`config.mk`:
```
export PLATFORM = sky130hd
export DESIGN_NAME = rq_arbiter
export DESIGN_NICKNAME = d
export VERILOG_FILES = /design/src/rtl/rq_pkg.sv /design/src/rtl/rq_tag_pool.sv /design/src/rtl/rq_arbiter.sv
export SDC_FILE = /design/constraint.sdc
export NUM_CORES = 1
export LEC_CHECK = 0
export ABC_AREA = 1
export ABC_CLOCK_PERIOD_IN_PS = 4400
export CORE_AREA = 2 2 322 324
export DETAILED_ROUTE_END_ITERATION = 12
export DIE_AREA = 0 0 324 326
export GPL_ROUTABILITY_DRIVEN = 0
export GPL_TIMING_DRIVEN = 0
export PLACE_DENSITY = 0.41
export SYNTH_ARGS = -nofsm -noshare
export SYNTH_HDL_FRONTEND = slang
export SYNTH_HIERARCHICAL = 1
export SYNTH_SLANG_ARGS = --single-unit
```
`constraint.sdc`:
```
create_clock -name clk -period 4.4 [get_ports clk]
set_input_delay 0.88 -clock clk [delete_from_list [all_inputs] [get_ports clk]]
set_output_delay 0.88 -clock clk [all_outputs]
set_load 0.05 [all_outputs]
```
`src/rtl/rq_pkg.sv`:
```
// Shared types and constants for the RQ arbiter slice: FSM state encoding,
// request type codes used for round-robin bookkeeping, and the DWord keep width.
package rq_pkg;

   typedef enum logic [0:0] {
      ST_IDLE     = 1'b0,
      ST_WR_BURST = 1'b1
   } rq_state_t;

   localparam logic RQ_TYPE_WRITE = 1'b1;
   localparam logic RQ_TYPE_READ  = 1'b0;

   localparam int KEEP_W = 8;

endpackage

```
`src/rtl/rq_tag_pool.sv`:
```
// Read tag pool: busy bitmap, lowest-free-index encoder and an allocated-tag
// counter. A tag released this cycle becomes allocatable from the next cycle.
module rq_tag_pool #(
   parameter int NUM_TAGS = 32,
   parameter int TAG_W    = $clog2(NUM_TAGS)
) (
   input  logic             clk,
   input  logic             rst_n,
   input  logic             alloc,
   input  logic             rel_valid,
   input  logic [TAG_W-1:0] rel_tag,
   output logic             tag_free,
   output logic [TAG_W-1:0] free_tag,
   output logic [TAG_W:0]   tags_in_use
);

   logic [NUM_TAGS-1:0] busy;
   logic [NUM_TAGS-1:0] alloc_mask;
   logic [NUM_TAGS-1:0] rel_mask;
   logic                alloc_hit;
   logic                rel_hit;

   // Descending scan so the last assignment wins with the lowest free index.
   always_comb begin
      tag_free = 1'b0;
      free_tag = '0;
      for (int i = NUM_TAGS - 1; i >= 0; i--) begin
         if (!busy[i]) begin
            tag_free = 1'b1;
            free_tag = TAG_W'(i);
         end
      end
   end

   assign alloc_hit = alloc && tag_free;
   assign rel_hit   = rel_valid && busy[rel_tag];

   always_comb begin
      alloc_mask = '0;
      rel_mask   = '0;
      if (alloc_hit) alloc_mask[free_tag] = 1'b1;
      if (rel_hit)   rel_mask[rel_tag]    = 1'b1;
   end

   always_ff @(posedge clk or negedge rst_n) begin
      if (!rst_n) begin
         busy        <= '0;
         tags_in_use <= '0;
      end else begin
         busy <= (busy & ~rel_mask) | alloc_mask;
         case ({alloc_hit, rel_hit})
            2'b10:   tags_in_use <= tags_in_use + (TAG_W+1)'(1);
            2'b01:   tags_in_use <= tags_in_use - (TAG_W+1)'(1);
            default: tags_in_use <= tags_in_use;
         endcase
      end
   end

endmodule

```
`src/rtl/rq_arbiter.sv`:
```
// Requester-request arbiter between a multi-beat write channel and a single-beat
// read channel, with one output register stage. Define RQ_ARB_WR_PRIORITY_EN for
// strict write-over-read priority; otherwise arbitration is round-robin.
module rq_arbiter
   import rq_pkg::*;
#(
   parameter int DATA_WIDTH = 256,
   parameter int NUM_TAGS   = 32,
   parameter int TAG_W      = $clog2(NUM_TAGS)
) (
   input  logic                  clk,
   input  logic                  rst_n,
   input  logic [15:0]           cfg_requester_id,

   input  logic                  wr_valid,
   input  logic                  wr_sop,
   input  logic                  wr_last,
   output logic                  wr_ready,
   input  logic [63:0]           wr_addr,
   input  logic [10:0]           wr_dword_count,
   input  logic [DATA_WIDTH-1:0] wr_payload,
   input  logic [KEEP_W-1:0]     wr_keep,

   input  logic                  rd_valid,
   output logic                  rd_ready,
   input  logic [63:0]           rd_addr,
   input  logic [10:0]           rd_dword_count,
   output logic [TAG_W-1:0]      rd_tag,

   input  logic                  tag_release_valid,
   input  logic [TAG_W-1:0]      tag_release,
   output logic [TAG_W:0]        tags_in_use,

   output logic                  rq_valid,
   output logic                  rq_is_write,
   output logic                  rq_is_read,
   output logic                  rq_sop,
   output logic                  rq_last,
   output logic [63:0]           rq_addr,
   output logic [10:0]           rq_dword_count,
   output logic [7:0]            rq_tag,
   output logic [15:0]           rq_requester_id,
   output logic [2:0]            rq_tc,
   output logic [2:0]            rq_attr,
   output logic [DATA_WIDTH-1:0] rq_payload,
   output logic [KEEP_W-1:0]     rq_payload_keep,
   input  logic                  rq_ready
);

   rq_state_t        state;
   logic             last_grant;
   logic             load;
   logic             tag_free;
   logic [TAG_W-1:0] free_tag;
   logic             wr_elig;
   logic             rd_elig;
   logic             prefer_wr;
   logic             wr_acc;
   logic             rd_acc;

   rq_tag_pool #(
      .NUM_TAGS (NUM_TAGS),
      .TAG_W    (TAG_W)
   ) u_tag_pool (
      .clk         (clk),
      .rst_n       (rst_n),
      .alloc       (rd_acc),
      .rel_valid   (tag_release_valid),
      .rel_tag     (tag_release),
      .tag_free    (tag_free),
      .free_tag    (free_tag),
      .tags_in_use (tags_in_use)
   );

   assign load    = !rq_valid || rq_ready;
   assign wr_elig = wr_valid && wr_sop;
   assign rd_elig = rd_valid && tag_free;
   assign rd_tag  = free_tag;

`ifdef RQ_ARB_WR_PRIORITY_EN
   assign prefer_wr = 1'b1;
`else
   assign prefer_wr = (last_grant == RQ_TYPE_READ);
`endif

   // A losing or tag-starved read never blocks the write channel.
   always_comb begin
      wr_ready = 1'b0;
      rd_ready = 1'b0;
      if (rst_n && load) begin
         if (state == ST_WR_BURST) begin
            wr_ready = 1'b1;
         end else begin
            wr_ready = wr_sop && (!rd_elig || prefer_wr);
            rd_ready = tag_free && !(wr_elig && prefer_wr);
         end
      end
   end

   assign wr_acc  = wr_valid && wr_ready;
   assign rd_acc  = rd_valid && rd_ready;
   assign rq_tc   = 3'b000;
   assign rq_attr = 3'b000;

   always_ff @(posedge clk or negedge rst_n) begin
      if (!rst_n) begin
         state      <= ST_IDLE;
         last_grant <= RQ_TYPE_READ;
      end else begin
         if (wr_acc) begin
            if (state == ST_IDLE && !wr_last) state <= ST_WR_BURST;
            else if (state == ST_WR_BURST && wr_last) state <= ST_IDLE;
         end
         if (wr_acc && state == ST_IDLE) last_grant <= RQ_TYPE_WRITE;
         else if (rd_acc)                last_grant <= RQ_TYPE_READ;
      end
   end

   // Mid-burst beats keep the address and length captured on the SOP beat.
   always_ff @(posedge clk or negedge rst_n) begin
      if (!rst_n) begin
         rq_valid        <= 1'b0;
         rq_is_write     <= 1'b0;
         rq_is_read      <= 1'b0;
         rq_sop          <= 1'b0;
         rq_last         <= 1'b0;
         rq_addr         <= '0;
         rq_dword_count  <= '0;
         rq_tag          <= '0;
         rq_requester_id <= '0;
         rq_payload      <= '0;
         rq_payload_keep <= '0;
      end else if (load) begin
         rq_valid <= wr_acc || rd_acc;
         if (wr_acc) begin
            rq_is_write     <= 1'b1;
            rq_is_read      <= 1'b0;
            rq_sop          <= wr_sop;
            rq_last         <= wr_last;
            rq_tag          <= 8'h00;
            rq_requester_id <= cfg_requester_id;
            rq_payload      <= wr_payload;
            rq_payload_keep <= wr_keep;
            if (state == ST_IDLE) begin
               rq_addr        <= wr_addr;
               rq_dword_count <= wr_dword_count;
            end
         end else if (rd_acc) begin
            rq_is_write     <= 1'b0;
            rq_is_read      <= 1'b1;
            rq_sop          <= 1'b1;
            rq_last         <= 1'b1;
            rq_addr         <= rd_addr;
            rq_dword_count  <= rd_dword_count;
            rq_tag          <= 8'(free_tag);
            rq_requester_id <= cfg_requester_id;
            rq_payload      <= '0;
            rq_payload_keep <= 8'hFF;
         end
      end
   end

endmodule

```
==> metrics.txt, run 1 <==
outcome finished clean; detailed-route via count 18,952; crit path cell chain clkdlybuf4s50_1 > inv_2 > nand2_1 > buf_2 > o22ai_1 > o21ai_0 > nand2_1 > a221oi_1 > nand2_1 > nand2_2 > buf_6 > inv_1 > ha_2 > ha_1 > a21oi_1 > inv_1 > a31oi_1 > nor2_1 > nor2_1 > nor2_1 > o21ai_0 > nand3_1 > xnor2_1; Port Buffers about 820; first-pass GRT wire length roughly 140,000 um; Worst-path clk slew ~0.05 ns; CP endpoint kind register; Fin Hold WS 0.108 ns; DRT Wirelength around 100,000 um; Iteration-0 DRC Markers roughly 1,100; core area roughly 0.1 sq mm; Die Ht between 300 and 400 um; fin area between 0.03 and 0.04 sq mm; Worst Setup Start Kind primary input; Clock Path Buffers 3; delay-heaviest family, CP buffers and inverters; CTS buffer count 56; hold buffers post-CTS 0; Setup WS pre-CTS -0.947 ns; Leak between 10 and 15 nW; #FFs+latches synth 405; clock root cell clkbuf_16; layout cells sized above 1 0.0887; fmax about 240 MHz; fillers about 11,000; row cnt between 100 and 150; Max FO, Critical Path 10; Final Max Tran Viols 0; Antenna Nets Post-Route 0; clock skew 0.0235 ns; die area around 0.11 sq mm; Post-DP Area 0.0286 sq mm; setup repair after global routing missed its margin no; syn_area_per_cell about 8.2 sq um; Ports 830; nets@finish about 3,600; DRC violations left 0; WP data required about 5 ns; CTS tree built; Fin. Hold Viols 0; Layout area overhead 64.8%; gr ovfl total 0; Setup violations, final 0; antenna violations before repair 14; Worst-Margin Slew slightly above 0.8 ns; Slowest Stage Delay on Critical Path roughly 0.54 ns; WP buf/inv 6; Cell Area, Synth 0.0186 sq mm; clock latency at the later pin of the worst-skew pair ~0.64 ns; Cells after Synth ~2,300; vias in the first global route 19,478; clock sink count 405; Yosys cell types 39; Max Cap Viol 0; Worst Hold Class in2async; DIE WIDTH about 320 um; critical path type in2reg; Final Critical Period about 4.1 ns; Worst EP arrival 4.61 ns; maximum vdd drop between 0.0003 and 0.0004 V; Vias/cell 4.13; post-route core utilization 0.298; H-tree depth 2; drt wl/cell roughly 21 um; Critical Path Slowest Stage Cell clkdlybuf4s50_1; hpwl dp between 70,000 and 80,000 um; Pre-Repair DR Iteration Count 5; Yosys warning total 6; post-route setup slack a little under 0.3 ns; final cycle utilization of the critical path 0.934; Starting Density 0.181; Tot GR Track Use 0.180; largest net degree at the start of global routing 105; Rel. slew slack 0.449; Cell Pwr Density between 700 and 800 mW/mm^2; sequential area share after synthesis 0.546
==> layer usage <==
layer | GRT usage | vias up | wire [um]
li1 | - | 9206 | -
met1 | 0.211 | 8977 | 38900
met2 | 0.321 | 658 | 49400
met3 | 0.0567 | 105 | 8290
met4 | 0.0358 | 6 | 1920
met5 | 0 | - | 41
==> cell usage in the layout, fill, tap and decap left out, types with 5 or more instances in the layout <==
master	instances
buf_2	131
nand3_2	8
nor3_1	17
dfrtp_1	405
nor2_1	24
clkinv_2	6
nand3_1	386
a21oi_1	5
clkbuf_8	11
clkbuf_16	57
clkbuf_1	31
nand4_1	95
clkdlybuf4s50_1	813
nand2_2	5
nand2_1	973
ha_1	5
o31ai_1	25
o22ai_1	7
inv_1	74
buf_4	30
conb_1	9
buf_1	7
o21ai_0	19
==> what timing repair did <==
action,4_1_cts,5_1_grt
cloned,0,0
setup endpoints to repair,6,8
buffers inserted,1,9
pin swaps,0,2
resized for setup,18,21
==> area by class of cell <==
cell class | instances | area, sq um | area share
repair buffers | 832 | 8380 | 0.274
well taps | 1380 | 1730 | 0.0564
clock inverters | 13 | 176 | 0.00577
multi-input cells | 1614 | 7310 | 0.239
clock buffers | 85 | 1640 | 0.0537
flip-flops and latches | 405 | 10100 | 0.331
inverters | 78 | 299 | 0.00978
plain buffers | 175 | 918 | 0.0300
diodes | 3 | 7.51 | 0.000245
==> synth_stat cells (all sizes together) <==
library cell | instances | area [sq um]
o22ai | 7 | 43.8
a221oi | 2 | 17.5
buf | 158 | 827
a31oi | 4 | 46.3
nor4 | 3 | 18.8
conb | 1 | 3.75
a22o | 1 | 8.76
inv | 78 | 293
a21oi | 5 | 25.0
o311ai | 1 | 8.76
dfrtp | 405 | 10100
xnor2 | 2 | 17.5
a311oi | 1 | 8.76
o31ai | 25 | 188
ha | 6 | 75.1
fa | 1 | 20.0
o211ai | 4 | 30.0
a22oi | 4 | 30.0
nand2 | 982 | 3750
or2 | 3 | 18.8
nor2 | 26 | 105
nor3 | 17 | 85.1
nand4 | 95 | 594
o21ai | 20 | 100
nand3 | 396 | 2040
clkbuf | 18 | 71.3
==> per-stage QoR <==
| stage | instances | total power, mW | TNS (ns) |
|---|---|---|---|
| after floorplan | 2273 | 13.9 | 0 |
| after global placement | 4471 | 19.3 | - |
| after detailed placement | 4475 | 19.3 | -2.64 |
| after CTS | 4574 | 24.1 | 0 |
| after global routing | 4583 | 25.1 | 0 |
| final | 4585 | 23.8 | 0 |
==> power breakdown <==
| part | leakage [nW] | switching [mW] | internal [mW] |
|---|---|---|---|
| sequential | 5.20 | 1.02 | 5.25 |
| combinational | 8.42 | 8.97 | 4.01 |
| clock | 0.895 | 1.81 | 2.78 |
| total | 14.5 | 11.8 | 12.0 |
==> final timing paths <==
path                                                            start                                    end  slack [ns]  cells after the start
worst max-delay path                                   tag_release[1]  u_tag_pool/tags_in_use[5]$_DFFE_PN0P_        0.29                     23
worst min-delay path                                            rst_n             rq_payload[22]$_DFFE_PN0P_        0.11                      1
worst max register to register          u_tag_pool/busy[20]$_DFF_PN0_  u_tag_pool/tags_in_use[5]$_DFFE_PN0P_        0.49                     24
worst min register to register  u_tag_pool/tags_in_use[5]$_DFFE_PN0P_  u_tag_pool/tags_in_use[5]$_DFFE_PN0P_        0.48                      1
max in group asynchronous                                       rst_n            rq_payload[209]$_DFFE_PN0P_        2.84                      3
min in group clk                u_tag_pool/tags_in_use[5]$_DFFE_PN0P_  u_tag_pool/tags_in_use[5]$_DFFE_PN0P_        0.48                      1
==> sequential cells by signal, summed over array words and instances (netlist names), 5 cells and up <==
register                cells
rq_addr                    64
rq_dword_count             11
rq_payload                256
rq_payload_keep             8
rq_requester_id            16
rq_tag                      5
u_tag_pool/busy            32
u_tag_pool/tags_in_use      6
==> cells by family after synthesis <==
| group | synth area share |
|---|---|
| buf+inv | 0.0642 |
| fa+ha+maj | 0.00512 |
| flops | 0.546 |
| compound gates | 0.0273 |
| simple gates | 0.356 |
| other cells | 0.000202 |
| xor+xnor | 0.000944 |
==> worst reg2reg max path: cells and delay by family (launching register included) <==
kind	cells	cell delay [ns]
AND/OR/NAND/NOR	10	1.40
adder cells (fa/ha/maj)	2	0.53
AO/OA/AOI/OAI	4	0.49
XOR/XNOR	1	0.13
buffers and inverters	7	0.83
flip-flops	1	0.40
(Power assumes the default switching activity.)
==> run 2: changes to the inputs <==
- ABC_CLOCK_PERIOD_IN_PS: 4400 -> not set
==> results of run 2 <==
Final layout, timing and power as in run 1 (identical DEF).
==> edit, RTL diff (settings of run 2) <==
The option `RQ_ARB_WR_PRIORITY_EN` is turned on by a define.
--- a/src/rtl/rq_arbiter.sv
+++ b/src/rtl/rq_arbiter.sv
@@ -1,6 +1,8 @@
 // Requester-request arbiter between a multi-beat write channel and a single-beat
 // read channel, with one output register stage. Define RQ_ARB_WR_PRIORITY_EN for
 // strict write-over-read priority; otherwise arbitration is round-robin.
+`define RQ_ARB_WR_PRIORITY_EN
+
 module rq_arbiter
    import rq_pkg::*;
 #(
Check against the original RTL: not equivalent (a bounded check fails within 4 cycles, from zero or initial values and one cycle with rst_n low).
==> edit against run 2 <==
  * Area after synthesis grew 0.66%
  * Setup slack worse by 68 ps
  * Final area grew 0.16%
  * Count of clock-buffer cells in the layout is 7 lower
  * Sequential cell count is 1 lower
  * Critical path type is now flop to output pin
  * Clock skew increased by 5.0 ps
  * Highest routed layer unchanged
  * Wire length is 3.9% lower
  * Total power decreased by 7.7%
==> edit: results <==
{
  "cts_made_buffers": 53,
  "peakVddDrop_uv": 336,
  "switching_share_pct": 48.7,
  "grt_max_degree": 101,
  "status": "completed",
  "seq_power_w": 0.00593,
  "power.leakage_nw": 14.4,
  "grt_util_all_layers_pct": 17.1,
  "synth_area_leaders": "dfrtp_1 (54%), nand2_1 (20%), nand3_1 (10%)",
  "vias_per_cell": 4.18,
  "dp_hpwl_um": 73200,
  "grt_antenna_before_repair": 12,
  "arrival_ps": 3300,
  "nFillCells": 11000,
  "drt_iter0_markers": 1030,
  "fin_skew_ps": 28.5,
  "p_comb_w": 0.0117,
  "ys_seq_area_share_pct": 54.1,
  "grt_pass1_vias": 19100,
  "layout.nets": 3607,
  "synthTopCellsByCount": "nand2_1 (977), dfrtp_1 (404), nand3_1 (386), nand4_1 (95), buf_2 (81)",
  "pwr-share-seq_pct": 27.0,
  "critPathMaxFanout": 11,
  "layout-drive-gt1-share_pct": 8.55,
  "grt_pass1_wl_um": 134000,
  "whs_ps": 179
}
-- edit: changes by cell type after synthesis, sizes merged, moves of 2 or more --
cell and change:
buf -20, clkbuf +20, nand2 +4, inv -3, nand3 -2, nor2 -2, o21ai -2
-- edit: worst paths after layout --
| kind | from | to | cells after the start |
|---|---|---|---|
| setup / recovery | u_tag_pool/busy[30] | rd_tag[1] | 15 |
| min in group clk | u_tag_pool/tags_in_use[5] | u_tag_pool/tags_in_use[5] | 1 |
| setup reg to reg | u_tag_pool/busy[20] | u_tag_pool/tags_in_use[5] | 23 |
| max in group asynchronous | rst_n | rq_payload[245] | 3 |
| hold reg to reg | u_tag_pool/tags_in_use[5] | u_tag_pool/tags_in_use[5] | 1 |
| hold / removal | rst_n | rq_payload[112] | 1 |
-- edit: metrics by stage --
stage          instances  utilization, %  setup slack, ps  setup TNS (ps)  area (um^2)
6_report            4581            29.9              223               0        30600
5_1_grt             4579            29.9            -9.53           -9.53        30600
4_1_cts             4558            29.7             3.13               0        30400
3_5_place_dp        4468            28.0            -1010           -2910        28700
3_3_place_gp        4464            27.9           -18600               -        28600
2_1_floorplan       2266               -              434               0        18700
-- edit: cell type report --
| type | count | area [um^2] | share of cell area, % |
|---|---|---|---|
| buffer | 174 | 1090 | 3.57 |
| inverter | 75 | 288 | 0.939 |
| clock buffer | 78 | 1530 | 4.99 |
| multi-input combinational | 1611 | 7300 | 23.8 |
| tap | 1380 | 1730 | 5.64 |
| antenna | 8 | 20.0 | 0.0653 |
| timing repair buffer | 838 | 8420 | 27.5 |
| sequential | 404 | 10100 | 33.0 |
| clock inverter | 13 | 150 | 0.490 |
-- edit: worst max-delay path, stage by stage, from the launching register on --
cell,delay [ps]
dfrtp_1,410
nand2_1,100
a311oi_1,120
o311ai_0,390
nand3_1,160
nand3_1,110
nand3_1,90
nand3_1,80
nand3_1,110
nand2_1,90
nand2_1,50
nand2_1,50
nand2_1,100
a31oi_4,270
buf_4,260
clkbuf_4,260
-- edit: logic make-up after synthesis --
family	Yosys count	synth area share, %
AOI/OAI and AO/OA	71	2.57
xor gates and xnor gates	2	0.0938
adders and majority gates	7	0.509
buffers and inverters	251	7.31
DFF	404	54.1
other	1	0.0201
and+or+nand+nor	1522	35.4
-- edit: timing repair --
action / CTS / global route
endpoints found under the setup margin: 6 / 4
gates resized for setup: 18 / 23
hold buffers: 0 / 0
pin swaps: 0 / 3
setup buffers: 0 / 16
cloned: 0 / 0
-- edit: layer usage --
metal	GRT usage, %	up-vias	wire, um
li1	-	9182	-
met4	4.56	8	2240
met2	29.5	621	46400
met5	0	-	46
met3	5.59	109	7810
met1	20.3	9223	38200
